File: src/rtl/fetch_pkg.sv
// rtl/fetch_pkg.sv - shared constants and types for the instruction-fetch stage
package fetch_pkg;
  localparam int unsigned PC_STEP       = 4;
  localparam int unsigned DEFAULT_DEPTH = 4;

  typedef struct packed {
    logic [31:0] pc;
    logic [31:0] inst;
  } fetch_entry_t;
endpackage

File: src/rtl/fetch_fifo.sv
// rtl/fetch_fifo.sv - synchronous FIFO with flush and occupancy outputs
module fetch_fifo #(
  parameter int unsigned WIDTH = 32,
  parameter int unsigned DEPTH = 4
) (
  input  logic                     clk_i,
  input  logic                     rst_ni,
  input  logic                     flush_i,
  input  logic                     push_i,
  input  logic [WIDTH-1:0]         wdata_i,
  input  logic                     pop_i,
  output logic [WIDTH-1:0]         rdata_o,
  output logic [$clog2(DEPTH):0]   count_o,
  output logic                     empty_o,
  output logic                     full_o
);
  localparam int unsigned AW = $clog2(DEPTH);

  logic [WIDTH-1:0] mem_q [DEPTH];
  logic [AW-1:0]    wr_ptr_q, wr_ptr_d;
  logic [AW-1:0]    rd_ptr_q, rd_ptr_d;
  logic [AW:0]      count_q, count_d;
  logic             do_push, do_pop;

  assign empty_o = (count_q == '0);
  assign full_o  = (count_q == (AW+1)'(DEPTH));
  assign count_o = count_q;
  assign rdata_o = mem_q[rd_ptr_q];
  assign do_push = push_i && !full_o;
  assign do_pop  = pop_i && !empty_o;

  always_comb begin
    wr_ptr_d = wr_ptr_q;
    rd_ptr_d = rd_ptr_q;
    count_d  = count_q;
    if (flush_i) begin
      wr_ptr_d = '0;
      rd_ptr_d = '0;
      count_d  = '0;
    end else begin
      if (do_push) wr_ptr_d = wr_ptr_q + 1'b1;
      if (do_pop)  rd_ptr_d = rd_ptr_q + 1'b1;
      case ({do_push, do_pop})
        2'b10:   count_d = count_q + 1'b1;
        2'b01:   count_d = count_q - 1'b1;
        default: count_d = count_q;
      endcase
    end
  end

  always_ff @(posedge clk_i or negedge rst_ni) begin
    if (!rst_ni) begin
      wr_ptr_q <= '0;
      rd_ptr_q <= '0;
      count_q  <= '0;
    end else begin
      wr_ptr_q <= wr_ptr_d;
      rd_ptr_q <= rd_ptr_d;
      count_q  <= count_d;
    end
  end

  // Storage carries no reset; validity is tracked solely by the pointers.
  always_ff @(posedge clk_i) begin
    if (do_push) mem_q[wr_ptr_q] <= wdata_i;
  end
endmodule

File: src/rtl/stage_if_fetch.sv
// rtl/stage_if_fetch.sv - credit-limited instruction fetch with in-order response queue
module stage_if_fetch
  import fetch_pkg::*;
#(
  parameter int unsigned DEPTH    = DEFAULT_DEPTH,
  parameter logic [31:0] RESET_PC = 32'd0
) (
  input  logic        clk,
  input  logic        rst,
  input  logic        freeze,
  input  logic        branchTaken,
  input  logic [31:0] branchAddr,
  output logic        imemReqValid,
  input  logic        imemReqReady,
  output logic [31:0] imemAddr,
  input  logic        imemRespValid,
  input  logic [31:0] imemRespData,
  output logic [31:0] pcOut,
  output logic [31:0] inst,
  output logic        instValid
);
  localparam int unsigned CW = $clog2(DEPTH) + 1;

  logic [31:0]   pc_req_q, pc_req_d;
  logic [CW-1:0] drop_cnt_q, drop_cnt_d;
  logic [CW-1:0] outstanding, data_count;
  logic [31:0]   tag_addr;
  logic          tag_empty, tag_full, data_empty, data_full;
  logic          credit_ok, req_fire, resp_ok, data_push, data_pop;
  fetch_entry_t  head, push_entry;
  logic          unused_flags;

  assign unused_flags = ^{tag_empty, tag_full, data_full};

  // Credits count both in-flight requests and buffered words, so a freeze can never overflow the queue.
  assign credit_ok    = ({1'b0, outstanding} + {1'b0, data_count}) < (CW+1)'(DEPTH);
  assign imemReqValid = !branchTaken && credit_ok;
  assign imemAddr     = pc_req_q;
  assign req_fire     = imemReqValid && imemReqReady;
  assign resp_ok      = imemRespValid && (outstanding != '0);

  assign data_push  = resp_ok && (drop_cnt_q == '0) && !branchTaken;
  assign data_pop   = instValid && !freeze && !branchTaken;
  assign push_entry = '{pc: tag_addr + 32'(PC_STEP), inst: imemRespData};

  fetch_fifo #(.WIDTH(32), .DEPTH(DEPTH)) u_tag_q (
    .clk_i   (clk),
    .rst_ni  (rst),
    .flush_i (1'b0),
    .push_i  (req_fire),
    .wdata_i (pc_req_q),
    .pop_i   (resp_ok),
    .rdata_o (tag_addr),
    .count_o (outstanding),
    .empty_o (tag_empty),
    .full_o  (tag_full)
  );

  fetch_fifo #(.WIDTH($bits(fetch_entry_t)), .DEPTH(DEPTH)) u_data_q (
    .clk_i   (clk),
    .rst_ni  (rst),
    .flush_i (branchTaken),
    .push_i  (data_push),
    .wdata_i (push_entry),
    .pop_i   (data_pop),
    .rdata_o (head),
    .count_o (data_count),
    .empty_o (data_empty),
    .full_o  (data_full)
  );

  assign instValid = !data_empty;
  assign pcOut     = data_empty ? 32'd0 : head.pc;
  assign inst      = data_empty ? 32'd0 : head.inst;

  always_comb begin
    pc_req_d   = pc_req_q;
    drop_cnt_d = drop_cnt_q;
    if (branchTaken) begin
      pc_req_d   = branchAddr;
      drop_cnt_d = outstanding - {{(CW-1){1'b0}}, resp_ok};
    end else begin
      if (req_fire) pc_req_d = pc_req_q + 32'(PC_STEP);
      if (resp_ok && (drop_cnt_q != '0)) drop_cnt_d = drop_cnt_q - 1'b1;
    end
  end

  always_ff @(posedge clk or negedge rst) begin
    if (!rst) begin
      pc_req_q   <= RESET_PC;
      drop_cnt_q <= '0;
    end else begin
      pc_req_q   <= pc_req_d;
      drop_cnt_q <= drop_cnt_d;
    end
  end

  resp_without_request_a: assert property (@(posedge clk) disable iff (!rst)
    imemRespValid |-> (outstanding != '0));
endmodule

File: config.mk
export PLATFORM = sky130hd
export DESIGN_NAME = stage_if_fetch
export DESIGN_NICKNAME = d
export VERILOG_FILES = /design/src/rtl/fetch_pkg.sv /design/src/rtl/fetch_fifo.sv /design/src/rtl/stage_if_fetch.sv
export SDC_FILE = /design/constraint.sdc
export NUM_CORES = 1
export LEC_CHECK = 0
export ABC_CLOCK_PERIOD_IN_PS = 4600
export CAP_MARGIN = 15
export CORE_MARGIN = 2
export CORE_UTILIZATION = 40
export DETAILED_ROUTE_END_ITERATION = 10
export PLACE_DENSITY_LB_ADDON = 0.2
export SLEW_MARGIN = 15
export SYNTH_ARGS = -nofsm -noshare
export SYNTH_HDL_FRONTEND = slang
export SYNTH_SLANG_ARGS = --single-unit
File: constraint.sdc
create_clock -name clk -period 4.6 [get_ports clk]
set_clock_uncertainty 0.15 [all_clocks]
set_input_delay 0.46 -clock clk [delete_from_list [all_inputs] [get_ports clk]]
set_output_delay 0.46 -clock clk [all_outputs]
set_load 0.1 [all_outputs]
==> flow_summary.json <==
{
  "ir_drop_mv": 0.453,
  "cp-start-kind": "register",
  "syn-num-nets": 1085,
  "drive_gt1_frac": 0.189,
  "vias_per_cell": 5.21,
  "rsz0062_at_grt": "no",
  "core_um2": 44200,
  "ios": 168,
  "place_area_um2": 20300,
  "synth-seq-cells": 433,
  "die_x_um": 216,
  "route.vias.total": 9519,
  "final_hold_viol_count": 0,
  "async_reset_ff_frac": 0.113,
  "worstSetupPathType": "register to output pin",
  "hold_buffers": 1,
  "fin_setup_tns_ns": 0,
  "rr_startpoint": "u_tag_q.count_o[2]$_DFFE_PN0P_",
  "grt_overflow_total": 0,
  "hpwl_um": 23400,
  "ctsLongestPathBuffers": 3,
  "grt_max_degree": 66,
  "reg2reg_setup_slack_ns": 1.26,
  "powerDensity_nw_per_um2": 643,
  "clock_latency_ns": 0.57,
  "cp.required_ns": 3.99,
  "synth_warnings": 0,
  "diodes": 0,
  "outcome": "finished, final reports clean",
  "avgSynthCellArea_um2": 18.0,
  "final_area_um2": 21800,
  "htreeDepth": 2,
  "cts_tree": "built",
  "grt_pass1_vias": 9906,
  "ant_nets": 0,
  "holdWs_ns": 0.202,
  "cts-resized-gates": 0,
  "r2r_end": "u_tag_q.mem_q[0][6]$_DFFE_PP_",
  "synthCells": 996,
  "die_h_um": 216,
  "area_growth_pct": 21.8,
  "postCtsSetupBuffers": 0,
  "cp-end-kind": "output pin",
  "total_leakage_power_nw": 7.27,
  "synth.most_common_cell": "edfxtp_1",
  "route.detailed.drc": 0,
  "r2r_cells": 7,
  "synthFlopType": "edfxtp_1",
  "num_rows": 77,
  "final_max_slew_viol_count": 0,
  "port_buffers": 167,
  "worst_slack_ns": 0.521,
  "synth_top_area_frac": 0.643,
  "syn_area_um2": 17900,
  "wl_per_cell_um": 20.1,
  "detail_route.iter0.violations": 583,
  "setup_viol": 0,
  "cts.clk_slew.worst_paths_ns": 0.06,
  "fmax_mhz": 245,
  "cts_root_buf": "clkbuf_16",
  "cp.arrival_ns": 3.47,
  "wl_um": 36700,
  "critPathMaxFanout": 47,
  "dr.pass1.iters": 5,
  "place_congestion": 0.803,
  "final_net_count": 1285,
  "pre_cts_ws_ns": 0.996,
  "synth_edf_count": 384,
  "synth_top_area_cell": "edfxtp_1",
  "timing.max_cap.violations": 0,
  "grt_pass1_wl_um": 57300,
  "synth_area_leaders": "edfxtp_1 64%, mux4_2 11%, dfrtp_1 6.8%, and2_1 2.8%, xnor2_1 1.5%",
  "cts_made_buffers": 47,
  "start_util": 0.405,
  "antenna_found_initial": 0,
  "dieArea_um2": 46500,
  "grt_usage": 0.159,
  "cts.sinks": 433,
  "yosysSeqAreaShare": 0.712,
  "tightestPinTransition_ns": 1.01,
  "yosysUniqueCellTypes": 56,
  "hp-class": "primary input to async pin",
  "ys_top_cells_by_count": "384 x edfxtp_1, 88 x mux4_2, 80 x and2_1",
  "fin_crit_ns": 4.08,
  "max-slew-margin-rel": 0.327,
  "min_period_over_period": 0.887
}
layout by cell type (no fill, tap or decap), types with 4 or more instances in the layout:
cell / synthesis / final
clkbuf_8: 0 / 4
nor2_1: 30 / 30
clkbuf_16: 0 / 48
xnor2_1: 30 / 30
clkinv_2: 0 / 12
and2_2: 0 / 4
edfxtp_1: 384 / 384
mux4_2: 88 / 88
mux4_1: 8 / 8
clkinv_1: 0 / 5
inv_1: 23 / 22
nand4_1: 24 / 24
nand2_1: 49 / 49
nand3_1: 30 / 30
a31oi_1: 4 / 4
clkbuf_1: 29 / 9
xor2_1: 16 / 16
buf_12: 2 / 5
o211ai_1: 6 / 6
o21ai_0: 24 / 24
ha_1: 17 / 17
nor3_1: 8 / 8
o311ai_0: 6 / 6
and2_1: 80 / 76
clkdlybuf4s50_1: 0 / 144
buf_4: 2 / 45
a22oi_1: 4 / 4
nor4_1: 5 / 5
and3_1: 10 / 10
dfrtp_1: 49 / 46
a21oi_1: 9 / 9
per-stage QoR:
stage	util	power (mW)	cells
3_3_place_gp	0.459	10.5	1738
4_1_cts	0.494	14.2	1827
3_5_place_dp	0.459	10.6	1738
5_1_grt	0.494	14.7	1827
6_report	0.494	14.0	1827
2_1_floorplan	-	9.32	996
sequential cells by signal, summed over array words and instances, names as in the netlist, 3 cells and up:
name and cells:
drop_cnt_q 3, u_data_q.mem_q 256, u_tag_q.mem_q 128, u_data_q.count_o 3, u_tag_q.count_o 3, imemAddr 32
cell families after synthesis:
| family | Yosys count | share of synthesized area |
|---|---|---|
| AOI/OAI and AO/OA | 68 | 0.0253 |
| buffers and inverters | 69 | 0.0188 |
| xor gates and xnor gates | 46 | 0.0225 |
| adders and majority gates | 19 | 0.0141 |
| DFF | 433 | 0.712 |
| muxes | 102 | 0.126 |
| and+or+nand+nor | 259 | 0.0818 |
layout make-up:
cell class | instances | area (um^2)
Tap cell | 592 | 741
Timing Repair Buffer | 197 | 1900
Fill cell | 3670 | 22400
Inverter | 23 | 86.3
Sequential cell | 433 | 12800
Multi-Input combinational cell | 494 | 4840
Clock buffer | 61 | 1290
Clock inverter | 27 | 213
per-layer routing:
metal  up-vias  GRT usage  part of all wire
li1       4334          -                 -
met1      4853      0.227              0.47
met2       283      0.252              0.47
met3        49     0.0293             0.050
met4         0     0.0457             0.016
met5         -          0                 0
worst max-delay path, stage by stage, from the launching register on:
cell	delay [ns]
dfrtp_4	1.05
mux4_2	0.65
and2_1	0.18
clkdlybuf4s50_1	0.96
worst max-delay path by stage:
stage / startpoint / endpoint / slack (ns)
global placement: u_data_q.rd_ptr_q[0]$_DFFE_PN0P_ / pcOut[18] / 1.02
global route: u_data_q.rd_ptr_q[0]$_DFFE_PN0P_ / pcOut[24] / 0.30
CTS: u_data_q.count_o[0]$_DFFE_PN0P_ / pcOut[12] / 0.38
detailed placement: u_data_q.count_o[0]$_DFFE_PN0P_ / pcOut[12] / 1.0
finish: u_data_q.rd_ptr_q[0]$_DFFE_PN0P_ / pcOut[20] / 0.52
floorplan: drop_cnt_q[0]$_DFFE_PN0P_ / u_data_q.mem_q[0][0]$_DFFE_PP_ / 1.07
power by group:
| group | switching (mW) | leakage [nW] | internal, mW |
|---|---|---|---|
| logic | 3.63 | 2.47 | 1.53 |
| clock network | 1.50 | 0.739 | 2.10 |
| registers | 0.425 | 4.06 | 4.84 |
| total | 5.55 | 7.27 | 8.48 |
No activity file was read; power rests on OpenSTA's default activity.
